--- src/rtl/jtag_tap_responder.sv ---
// jtag_tap_responder: IEEE 1149.1 TAP target oversampling TCK on clk_i, with IR, BYPASS, IDCODE and a user DR.
// Define JTAG_TAP_INPUT_SYNC_EN to pass the JTAG inputs through 2-flop synchronizers.
module jtag_tap_responder #(
    parameter int                      IR_WIDTH      = 5,
    parameter logic [31:0]             IDCODE_VAL    = 32'h1000_0CAD,
    parameter logic [IR_WIDTH-1:0]     IR_IDCODE     = 5'h01,
    parameter logic [IR_WIDTH-1:0]     IR_USER       = 5'h11,
    parameter int                      USER_DR_WIDTH = 41
) (
    input  logic                     clk_i,
    input  logic                     rst_i,
    input  logic                     jtag_tck,
    input  logic                     jtag_tms,
    input  logic                     jtag_tdi,
    input  logic                     jtag_trst_n,
    output logic                     jtag_tdo,
    output logic [3:0]               tap_state_o,
    output logic [IR_WIDTH-1:0]      ir_o,
    input  logic [USER_DR_WIDTH-1:0] user_capture_data_i,
    output logic                     user_capture_o,
    output logic                     user_update_o,
    output logic [USER_DR_WIDTH-1:0] user_update_data_o
);
    typedef enum logic [3:0] {
        TLR    = 4'hF, RTI    = 4'hC,
        SEL_DR = 4'h7, CAP_DR = 4'h6, SH_DR = 4'h2, EX1_DR = 4'h1,
        PA_DR  = 4'h3, EX2_DR = 4'h0, UPD_DR = 4'h5,
        SEL_IR = 4'h4, CAP_IR = 4'hE, SH_IR = 4'hA, EX1_IR = 4'h9,
        PA_IR  = 4'hB, EX2_IR = 4'h8, UPD_IR = 4'hD
    } state_t;

    state_t                   state, nxt;
    logic                     tck, tms, tdi, trst_n, tck_q, tck_rise, tck_fall;
    logic [IR_WIDTH-1:0]      ir_sr;
    logic [31:0]              id_sr;
    logic [USER_DR_WIDTH-1:0] user_sr;
    logic                     byp, sel_id, sel_user, dr_lsb;

`ifdef JTAG_TAP_INPUT_SYNC_EN
    logic [1:0] tck_s, tms_s, tdi_s, trst_s;
    always_ff @(posedge clk_i or posedge rst_i) begin
        if (rst_i) begin
            tck_s  <= 2'b00;
            tms_s  <= 2'b00;
            tdi_s  <= 2'b00;
            trst_s <= 2'b11;
        end else begin
            tck_s  <= {tck_s[0], jtag_tck};
            tms_s  <= {tms_s[0], jtag_tms};
            tdi_s  <= {tdi_s[0], jtag_tdi};
            trst_s <= {trst_s[0], jtag_trst_n};
        end
    end
    assign tck    = tck_s[1];
    assign tms    = tms_s[1];
    assign tdi    = tdi_s[1];
    assign trst_n = trst_s[1];
`else
    assign tck    = jtag_tck;
    assign tms    = jtag_tms;
    assign tdi    = jtag_tdi;
    assign trst_n = jtag_trst_n;
`endif

    assign tck_rise    = tck & ~tck_q;
    assign tck_fall    = ~tck & tck_q;
    assign sel_id      = ir_o == IR_IDCODE;
    assign sel_user    = ir_o == IR_USER;
    assign dr_lsb      = sel_id ? id_sr[0] : sel_user ? user_sr[0] : byp;
    assign tap_state_o = state;

    always_comb begin
        nxt = state;
        case (state)
            TLR:     nxt = tms ? TLR    : RTI;
            RTI:     nxt = tms ? SEL_DR : RTI;
            SEL_DR:  nxt = tms ? SEL_IR : CAP_DR;
            CAP_DR:  nxt = tms ? EX1_DR : SH_DR;
            SH_DR:   nxt = tms ? EX1_DR : SH_DR;
            EX1_DR:  nxt = tms ? UPD_DR : PA_DR;
            PA_DR:   nxt = tms ? EX2_DR : PA_DR;
            EX2_DR:  nxt = tms ? UPD_DR : SH_DR;
            UPD_DR:  nxt = tms ? SEL_DR : RTI;
            SEL_IR:  nxt = tms ? TLR    : CAP_IR;
            CAP_IR:  nxt = tms ? EX1_IR : SH_IR;
            SH_IR:   nxt = tms ? EX1_IR : SH_IR;
            EX1_IR:  nxt = tms ? UPD_IR : PA_IR;
            PA_IR:   nxt = tms ? EX2_IR : PA_IR;
            EX2_IR:  nxt = tms ? UPD_IR : SH_IR;
            UPD_IR:  nxt = tms ? SEL_DR : RTI;
            default: nxt = TLR;
        endcase
    end

    always_ff @(posedge clk_i or posedge rst_i) begin
        if (rst_i) begin
            state              <= TLR;
            tck_q              <= 1'b0;
            ir_o               <= IR_IDCODE;
            ir_sr              <= '0;
            id_sr              <= '0;
            user_sr            <= '0;
            byp                <= 1'b0;
            jtag_tdo           <= 1'b0;
            user_capture_o     <= 1'b0;
            user_update_o      <= 1'b0;
            user_update_data_o <= '0;
        end else begin
            tck_q          <= tck;
            user_capture_o <= 1'b0;
            user_update_o  <= 1'b0;
            // TAP reset wins over any TCK edge seen in the same cycle
            if (!trst_n) begin
                state    <= TLR;
                ir_o     <= IR_IDCODE;
                jtag_tdo <= 1'b0;
            end else if (tck_rise) begin
                state <= nxt;
                case (state)
                    CAP_IR: ir_sr <= {{(IR_WIDTH-2){1'b0}}, 2'b01};
                    SH_IR:  ir_sr <= {tdi, ir_sr[IR_WIDTH-1:1]};
                    CAP_DR: begin
                        if (sel_id) id_sr <= IDCODE_VAL;
                        else if (sel_user) begin
                            user_sr        <= user_capture_data_i;
                            user_capture_o <= 1'b1;
                        end else byp <= 1'b0;
                    end
                    SH_DR: begin
                        if (sel_id) id_sr <= {tdi, id_sr[31:1]};
                        else if (sel_user) user_sr <= {tdi, user_sr[USER_DR_WIDTH-1:1]};
                        else byp <= tdi;
                    end
                    default: ;
                endcase
            end else if (tck_fall) begin
                jtag_tdo <= state == SH_IR ? ir_sr[0] : state == SH_DR ? dr_lsb : 1'b0;
                if (state == UPD_IR) ir_o <= ir_sr;
                if (state == UPD_DR && sel_user) begin
                    user_update_data_o <= user_sr;
                    user_update_o      <= 1'b1;
                end
            end
        end
    end
endmodule

--- config.mk ---
export PLATFORM = sky130hd
export DESIGN_NAME = jtag_tap_responder
export DESIGN_NICKNAME = d
export VERILOG_FILES = /design/src/rtl/jtag_tap_responder.sv
export SDC_FILE = /design/constraint.sdc
export NUM_CORES = 1
export LEC_CHECK = 0
export ABC_CLOCK_PERIOD_IN_PS = 8200
export CAP_MARGIN = 20
export CORE_MARGIN = 2
export CORE_UTILIZATION = 57
export CTS_CLUSTER_DIAMETER = 120
export DETAILED_ROUTE_END_ITERATION = 6
export PLACE_DENSITY = 0.82
export SLEW_MARGIN = 20
export SYNTH_ARGS = -nofsm -noshare
export SYNTH_HDL_FRONTEND = slang
export SYNTH_SLANG_ARGS = --single-unit
--- constraint.sdc ---
create_clock -name clk_i -period 8.2 [get_ports clk_i]
set_input_delay 0.82 -clock clk_i [delete_from_list [all_inputs] [get_ports clk_i]]
set_output_delay 0.82 -clock clk_i [all_outputs]
set_load 0.05 [all_outputs]
==> reports/qor.tcl, run 1 <==
set qor(outcome) {complete, no violations}
set qor(fp-row-count) 36
set qor(starting_density_of_the_core_pct) 58.9
set qor(synth_nets) 549
set qor(cp-end-kind) {flop}
set qor(first_pass_detailed_route_iteration_total) 5
set qor(final_gp_congestion) 0.808
set qor(fin_hold_ws_ns) 0.459
set qor(total_chip_power_mw) 1.51
set qor(max-vdd-ir-drop_mv) 0.194
set qor(timing.reg2reg.setup_slack_ns) 5.51
set qor(critical_path.slowest_cell) {sky130_fd_sc_hd__and4b_1}
set qor(postCtsHoldBufs) 0
set qor(endpoints_failing_setup) 0
set qor(grt_setup_unrepaired) {no}
set qor(ff2ff_path_depth) 5
set qor(gate_count_after_technology_mapping) 502
set qor(layoutNonFillerInstCount) 739
set qor(cts.reportedPaths.clkPinSlew_ns) 0.06
set qor(hold_path_class) {reg -> reg}
set qor(route.antenna.remaining_nets) 0
set qor(postPlaceCellArea_um2) 6810
set qor(synth_top_cells_by_area) {sky130_fd_sc_hd__dfrtp_1 56%, sky130_fd_sc_hd__mux2_4 10%, sky130_fd_sc_hd__mux2i_1 8.0%}
set qor(dpl.hpwl_mm) 7.42
set qor(fillcell_total) 627
set qor(core_area_um2) 9770
set qor(proportion_of_layout_cells_with_a_drive_suffix_above_1_pct) 14.9
set qor(ctsHtreeMaxLevel) 4
set qor(numPlacedInstances) 707
set qor(cts.root.buffer_cell) {sky130_fd_sc_hd__clkbuf_8}
set qor(finalWorstPathRequiredPeriod_ns) 3.09
set qor(final_area_um2) 7410
set qor(cts_resized) 0
set qor(synth_enable_flop_cells) 0
set qor(regToRegEndpoint) {user_update_data_o[9]$_DFFE_PP0P_}
set qor(port-buffer-count) 99
set qor(drt_wl_total_mm) 12.4
set qor(synth.cell_area_um2) 5760
set qor(grt_start_max_net_pins) 87
set qor(synth.distinct_cells) 34
set qor(number_of_buffers_added_by_the_clock_tree_synthesis_step) 17
set qor(worst_path_largest_cell_delay_ns) 0.96
set qor(grt_pass1_wl_mm) 20.5
set qor(cts_tree) {done}
set qor(netlist.area_leader.share_pct) 55.6
set qor(worst_setup_path_startpoint) {jtag_trst_n}
set qor(worst-path-max-fanout) 31
set qor(power.density_nw_per_um2) 203
set qor(finalHoldViolCount) 0
set qor(die_w_um) 105
set qor(synthDominantAreaCellType) {sky130_fd_sc_hd__dfrtp_1}
set qor(max_cap_violations) 0
set qor(yosys_most_used_dff) {sky130_fd_sc_hd__dfrtp_1}
set qor(finalCoreUtilization_pct) 75.8
set qor(overall_track_demand_over_capacity_in_global_routing_pct) 24.1
set qor(crit_end) {id_sr[5]$_DFFE_PP0P_}
set qor(power.static_leakage_nw) 3.83
set qor(synth-async-reset-ratio_pct) 100
set qor(boundaryPins) 100
set qor(worst_r2r_startpoint) {tap_state_o[2]$_DFFE_PP1N_}
set qor(critPathRequiredTime_ns) 8.65
set qor(post-route-worst-setup-slack_ns) 5.11
set qor(max_freq_mhz) 324
set qor(via_count_of_the_first_global_routing_pass) 4056
set qor(multi_input_comb_area_um2) 2250
set qor(worstPathArrival_ns) 3.54
set qor(synth.most_common_cell) {sky130_fd_sc_hd__dfrtp_1}
set qor(num-nets-final) 640
set qor(antenna_cells_inserted) 0
set qor(vias) 4093
set qor(detailedPlace.worstSlack_ns) 4.70
set qor(final-max-slew-violation-count) 0
set qor(grt_antenna_before_repair) 0
set qor(first_iter_violations) 269
set qor(final.period_utilization_pct) 37.7
set qor(flip_flop_and_latch_count_after_synthesis) 133
set qor(postCtsSetupRepairBufs) 0
set qor(cts.sink_count) 133
set qor(holdPathStages) 2
set qor(route.detailed.vias_per_inst) 5.54
set qor(crit_type) {in -> reg}
set qor(worst_skew_pair.late_latency_ns) 0.52
set qor(register_area_um2) 3330
set qor(crit_path_cell_trace) {clkdlybuf4s50_1 -> nor4bb_1 -> and4b_1 -> o21ai_0 -> nand2_1}
set qor(design.die.area_um2) 10900
set qor(ys_seq_area_share_pct) 57.9
set qor(die_y_um) 105
set qor(avgRoutedWirePerCell_um) 16.8
set qor(worst_clock_skew_ns) 0.00721
set qor(layout-area-overhead-vs-synth_pct) 28.7
set qor(yosys-top-cells-count) {128 x sky130_fd_sc_hd__dfrtp_1, 115 x sky130_fd_sc_hd__nand2_1, 59 x sky130_fd_sc_hd__o21ai_0}
set qor(synth.avg_cell_area_um2) 11.5
set qor(totalNegativeSetupSlack_ns) 0
set qor(grt-ovfl-total) 0
set qor(worst_setup_path_start_kind) {primary input}
set qor(synthesis.yosys.warnings) 0
set qor(max-slew-margin-rel_pct) 33.7
set qor(clk_path_buf_depth) 2
set qor(transition_at_the_pin_with_the_smallest_max_transition_slack_ns) 0.994
set qor(drc) 0
layout by cell type, fill, tap and decap left out, types with 2 or more instances in the layout:
cell / count
sky130_fd_sc_hd__nor4b_4: 2
sky130_fd_sc_hd__bufinv_16: 3
sky130_fd_sc_hd__and4b_1: 2
sky130_fd_sc_hd__inv_1: 4
sky130_fd_sc_hd__inv_6: 2
sky130_fd_sc_hd__a21o_1: 2
sky130_fd_sc_hd__nand2_1: 115
sky130_fd_sc_hd__clkinvlp_4: 5
sky130_fd_sc_hd__clkbuf_16: 16
sky130_fd_sc_hd__mux2_2: 2
sky130_fd_sc_hd__clkinv_4: 3
sky130_fd_sc_hd__dfrtp_1: 128
sky130_fd_sc_hd__a31oi_1: 2
sky130_fd_sc_hd__nand4_1: 3
sky130_fd_sc_hd__nor2_1: 6
sky130_fd_sc_hd__clkdlybuf4s50_1: 99
sky130_fd_sc_hd__dfstp_2: 5
sky130_fd_sc_hd__buf_4: 5
sky130_fd_sc_hd__o21ai_0: 59
sky130_fd_sc_hd__a21oi_1: 5
sky130_fd_sc_hd__nor2b_1: 7
sky130_fd_sc_hd__nand3b_1: 3
sky130_fd_sc_hd__mux2_4: 39
sky130_fd_sc_hd__nand3_1: 26
sky130_fd_sc_hd__clkinv_2: 2
sky130_fd_sc_hd__o31ai_1: 2
sky130_fd_sc_hd__mux2i_1: 46
cell type report:
class | count | area share (%)
flip-flops and latches | 133 | 45.0
clock inverters | 15 | 2.45
repair buffers | 105 | 14.0
multi-input cells | 331 | 30.4
clock buffers | 17 | 5.59
inverters | 5 | 0.287
well taps | 133 | 2.25
kinds of logic after synthesis:
group	count (synthesis)	share of synthesized area (%)
DFF	133	57.9
AOI/OAI and AO/OA	74	6.91
buffers and inverters	38	3.11
and+or+nand+nor	170	13.5
muxes	87	18.6
sequential cells by signal, summed over array words and instances, names as in the netlist:
register	count
byp	1
tck_q	1
user_update_o	1
user_update_data_o	41
tap_state_o	4
user_sr	41
jtag_tdo	1
user_capture_o	1
id_sr	32
ir_o	5
ir_sr	5
power by group:
group | switching (mW) | internal [mW] | leakage (nW)
Sequential | 0.0105 | 0.667 | 1.83
Clock | 0.290 | 0.464 | 0.277
Combinational | 0.0400 | 0.0359 | 1.72
worst max-delay path: cells and delay by family:
family	cells	cell delay (ns)
buffers and inverters	1	0.72
AOI/OAI and AO/OA	1	0.22
and+or+nand+nor	3	1.78
worst min path at each step:
stage,start,end,slack (ns)
6_report,id_sr[29]$_DFFE_PP0P_,id_sr[29]$_DFFE_PP0P_,0.46
5_1_grt,id_sr[8]$_DFFE_PP0P_,id_sr[8]$_DFFE_PP0P_,0.48
4_1_cts,id_sr[8]$_DFFE_PP0P_,id_sr[8]$_DFFE_PP0P_,0.46
3_5_place_dp,id_sr[8]$_DFFE_PP0P_,id_sr[8]$_DFFE_PP0P_,0.45
3_3_place_gp,id_sr[12]$_DFFE_PP0P_,id_sr[12]$_DFFE_PP0P_,0.45
2_1_floorplan,id_sr[11]$_DFFE_PP0P_,id_sr[11]$_DFFE_PP0P_,0.43
routing by layer:
layer	track usage, %	part of all wire (%)	vias to the layer above
met5	0	0	-
met4	8.40	1.3	0
met3	5.89	4.3	12
met2	39.5	51	125
met1	31.3	43	2055
li1	-	-	1901
Note: power is estimated with default switching activity, not from simulation.
==> run 2: changes to the inputs <==
Settings changed: ABC_CLOCK_PERIOD_IN_PS 8200 to 3200, CORE_UTILIZATION 57 to 53, PLACE_DENSITY 0.82 to 0.77.
Clock period 8.2 ns to 3.2 ns, I/O delays scaled along.
==> run 2 against run 1 <==
Against the previous run: sequential share of layout area up 0.091 points; via count down 2.4%; non-clock buffer count up 5; critical path depth unchanged; largest power group is now registers.
==> reports/qor.tcl, run 2 (same netlist as run 1, synthesis figures left out) <==
set qor(outcome) {complete, no violations} ;# unchanged
set qor(final_common_cell) {sky130_fd_sc_hd__dfrtp_1} ;# unchanged
set qor(first_iter_violations) 225 ;# was 269
set qor(finalCoreUtilization_pct) 69.1 ;# was 75.8%
set qor(core_area_um2) 10700 ;# was 9770 um2
set qor(drt_wl_total_mm) 11.8 ;# was 12.4 mm
set qor(max_cap_violations) 0 ;# unchanged
set qor(switching_share_pct) 22.5 ;# was 22.6%
set qor(endpoints_failing_setup) 0 ;# unchanged
set qor(postPlaceCellArea_um2) 6870 ;# was 6810 um2
set qor(fillcell_total) 749 ;# was 627
set qor(internal_power_mw) 2.81 ;# was 1.17 mW
set qor(overall_track_demand_over_capacity_in_global_routing_pct) 21.5 ;# was 24.1%
set qor(via_count_of_the_first_global_routing_pass) 3930 ;# was 4056
set qor(dpl.hpwl_mm) 7.54 ;# was 7.42 mm
set qor(power.static_leakage_nw) 3.82 ;# was 3.83 nW
set qor(cts_tree) {done} ;# unchanged
set qor(final_gp_congestion) 0.810 ;# was 0.808
set qor(final-max-slew-violation-count) 0 ;# unchanged
set qor(grt_antenna_before_repair) 0 ;# unchanged
set qor(vias) 3993 ;# was 4093
set qor(final.period_utilization_pct) 82.6
set qor(cts.reportedPaths.clkPinSlew_ns) 0.06 ;# about the same
set qor(avgRoutedWirePerCell_um) 15.7 ;# was 16.8 um
set qor(boundaryPins) 100 ;# unchanged
set qor(final_area_um2) 7400 ;# was 7410 um2
set qor(worstPathArrival_ns) 3.03 ;# was 3.54 ns
set qor(critical_path.slowest_cell) {sky130_fd_sc_hd__dfstp_2} ;# was sky130_fd_sc_hd__and4b_1
set qor(max_freq_mhz) 378
set qor(worst_skew_pair.late_latency_ns) 0.51 ;# was 0.52 ns
set qor(postCtsSetupRepairBufs) 0 ;# unchanged
set qor(mostFrequentLayoutCells) {128 x sky130_fd_sc_hd__dfrtp_1, 115 x sky130_fd_sc_hd__nand2_1, 99 x sky130_fd_sc_hd__clkdlybuf4s50_1, 59 x sky130_fd_sc_hd__o21ai_0, 46 x sky130_fd_sc_hd__mux2i_1} ;# unchanged
set qor(postCtsHoldBufs) 0 ;# unchanged
set qor(multi_input_comb_area_um2) 2250 ;# unchanged
set qor(starting_density_of_the_core_pct) 53.8 ;# was 58.9%
set qor(register_area_um2) 3330 ;# unchanged
set qor(number_of_buffers_added_by_the_clock_tree_synthesis_step) 17 ;# unchanged
set qor(cts_resized) 0 ;# unchanged
set qor(grt_setup_unrepaired) {no} ;# unchanged
set qor(p_sw_mw) 0.817 ;# was 0.340 mW
set qor(finalWorstPathRequiredPeriod_ns) 2.64
set qor(clk_path_buf_depth) 2 ;# unchanged
set qor(transition_at_the_pin_with_the_smallest_max_transition_slack_ns) 0.924 ;# was 0.994 ns
set qor(cts.root.buffer_cell) {sky130_fd_sc_hd__clkbuf_8} ;# unchanged
set qor(die_w_um) 108 ;# was 105 um
set qor(max-vdd-ir-drop_mv) 0.342 ;# was 0.194 mV
set qor(worst_r2r_startpoint) {tap_state_o[2]$_DFFE_PP1N_} ;# unchanged
set qor(power.density_nw_per_um2) 490 ;# was 203 nW/um2
set qor(crit_path_cell_trace) {nor2b_1 -> nand2_1 -> or4_2 -> buf_4 -> mux2_4} ;# was clkdlybuf4s50_1 -> nor4bb_1 -> and4b_1 -> o21ai_0 -> nand2_1
set qor(route.antenna.remaining_nets) 0 ;# unchanged
set qor(critPathRequiredTime_ns) 3.59 ;# was 8.65 ns
set qor(num-nets-final) 645 ;# was 640
set qor(antenna_cells_inserted) 0 ;# unchanged
set qor(die_y_um) 108 ;# was 105 um
set qor(max-slew-margin-rel_pct) 38.1 ;# was 33.7%
set qor(p_clk_share_pct) 46.7 ;# was 50.0%
set qor(design.die.area_um2) 11700 ;# was 10900 um2
set qor(reg_top3) {user_sr x41, user_update_data_o x41, id_sr x32} ;# unchanged
set qor(cp-end-kind) {flop} ;# unchanged
set qor(cts.sink_count) 133 ;# unchanged
set qor(grt_pass1_wl_mm) 19.3 ;# was 20.5 mm
set qor(first_pass_detailed_route_iteration_total) 5 ;# unchanged
set qor(proportion_of_layout_cells_with_a_drive_suffix_above_1_pct) 15.1 ;# was 14.9%
set qor(worst_clock_skew_ns) 0.00878 ;# was 0.00721 ns
set qor(route.detailed.vias_per_inst) 5.32 ;# was 5.54
set qor(grt_start_max_net_pins) 84 ;# was 87
set qor(port-buffer-count) 99 ;# unchanged
set qor(fp-row-count) 38 ;# was 36
set qor(crit_type) {reg -> reg} ;# was in -> reg
set qor(worst_path_largest_cell_delay_ns) 0.68 ;# was 0.96 ns
set qor(ctsHtreeMaxLevel) 4 ;# unchanged
set qor(totalNegativeSetupSlack_ns) 0 ;# unchanged
set qor(worst_setup_path_start_kind) {flop} ;# was primary input
set qor(timing.reg2reg.setup_slack_ns) 0.56 ;# was 5.51 ns
set qor(regToRegEndpoint) {user_update_data_o[4]$_DFFE_PP0P_} ;# was user_update_data_o[9]$_DFFE_PP0P_
set qor(hold_path_class) {in -> async} ;# was reg -> reg
set qor(layout-area-overhead-vs-synth_pct) 28.5 ;# was 28.7%
set qor(worst-path-max-fanout) 42 ;# was 31
set qor(p_comb_share_pct) 5.4 ;# was 5.0%
set qor(power.share.sequential_pct) 47.9 ;# was 44.9%
set qor(grt-ovfl-total) 0 ;# unchanged
set qor(finalHoldViolCount) 0 ;# unchanged
set qor(ff2ff_path_depth) 5 ;# unchanged
set qor(drc) 0 ;# unchanged
## run 2: per-layer routing
metal	GRT usage, %	vias up	share of wire [%]
met3	5.97	11	4.3
met2	34.4	91	50
met5	0	-	0
met4	6.14	0	1.1
met1	29.1	1979	44
li1	-	1912	-
## run 2: worst max path at each step
stage	start	end	cells after the start
after floorplan	ir_o[0]$_DFFE_PP1P_	user_update_data_o[10]$_DFFE_PP0P_	6
after global placement	jtag_tck	user_update_data_o[1]$_DFFE_PP0P_	6
after detailed placement	jtag_tck	user_update_data_o[1]$_DFFE_PP0P_	6
after CTS	tap_state_o[2]$_DFFE_PP1N_	user_update_data_o[4]$_DFFE_PP0P_	5
after global routing	ir_o[0]$_DFFE_PP1P_	user_update_data_o[1]$_DFFE_PP0P_	5
final	tap_state_o[2]$_DFFE_PP1N_	user_update_data_o[4]$_DFFE_PP0P_	5
## run 2: power by group through the flow
| stage | registers [mW] | logic (mW) | clock network [mW] |
|---|---|---|---|
| after floorplan | 1.77 | 0.0889 | 0 |
| after global placement | 1.76 | 0.193 | 0 |
| after detailed placement | 1.76 | 0.198 | 0 |
| after CTS | 1.74 | 0.200 | 1.73 |
| after global routing | 1.74 | 0.217 | 1.81 |
| final | 1.74 | 0.196 | 1.70 |
## run 2: through the flow
stage          cells  hold slack (ns)  setup slack, ns  total power, mW
3_5_place_dp     719            0.455            0.543             1.96
2_1_floorplan    502            0.351            0.839             1.86
5_1_grt          751            0.335            0.442             3.77
6_report         751            0.300            0.556             3.63
3_3_place_gp     719            0.447            0.596             1.96
4_1_cts          751            0.301            0.565             3.66
## run 2: layout make-up
| type | count | share of cell area (%) |
|---|---|---|
| clock inverter | 9 | 0.778 |
| multi-input combinational | 331 | 30.5 |
| clock buffer | 23 | 6.31 |
| tap | 140 | 2.37 |
| sequential | 133 | 45.1 |
| inverter | 5 | 0.304 |
| timing repair buffer | 110 | 14.7 |
## run 2: critical path, delay by kind of cell, from the launching register on
kind,cells,cell delay (ns)
simple gates,3,1.02
flops,1,0.68
mux,1,0.40
buf+inv,1,0.38
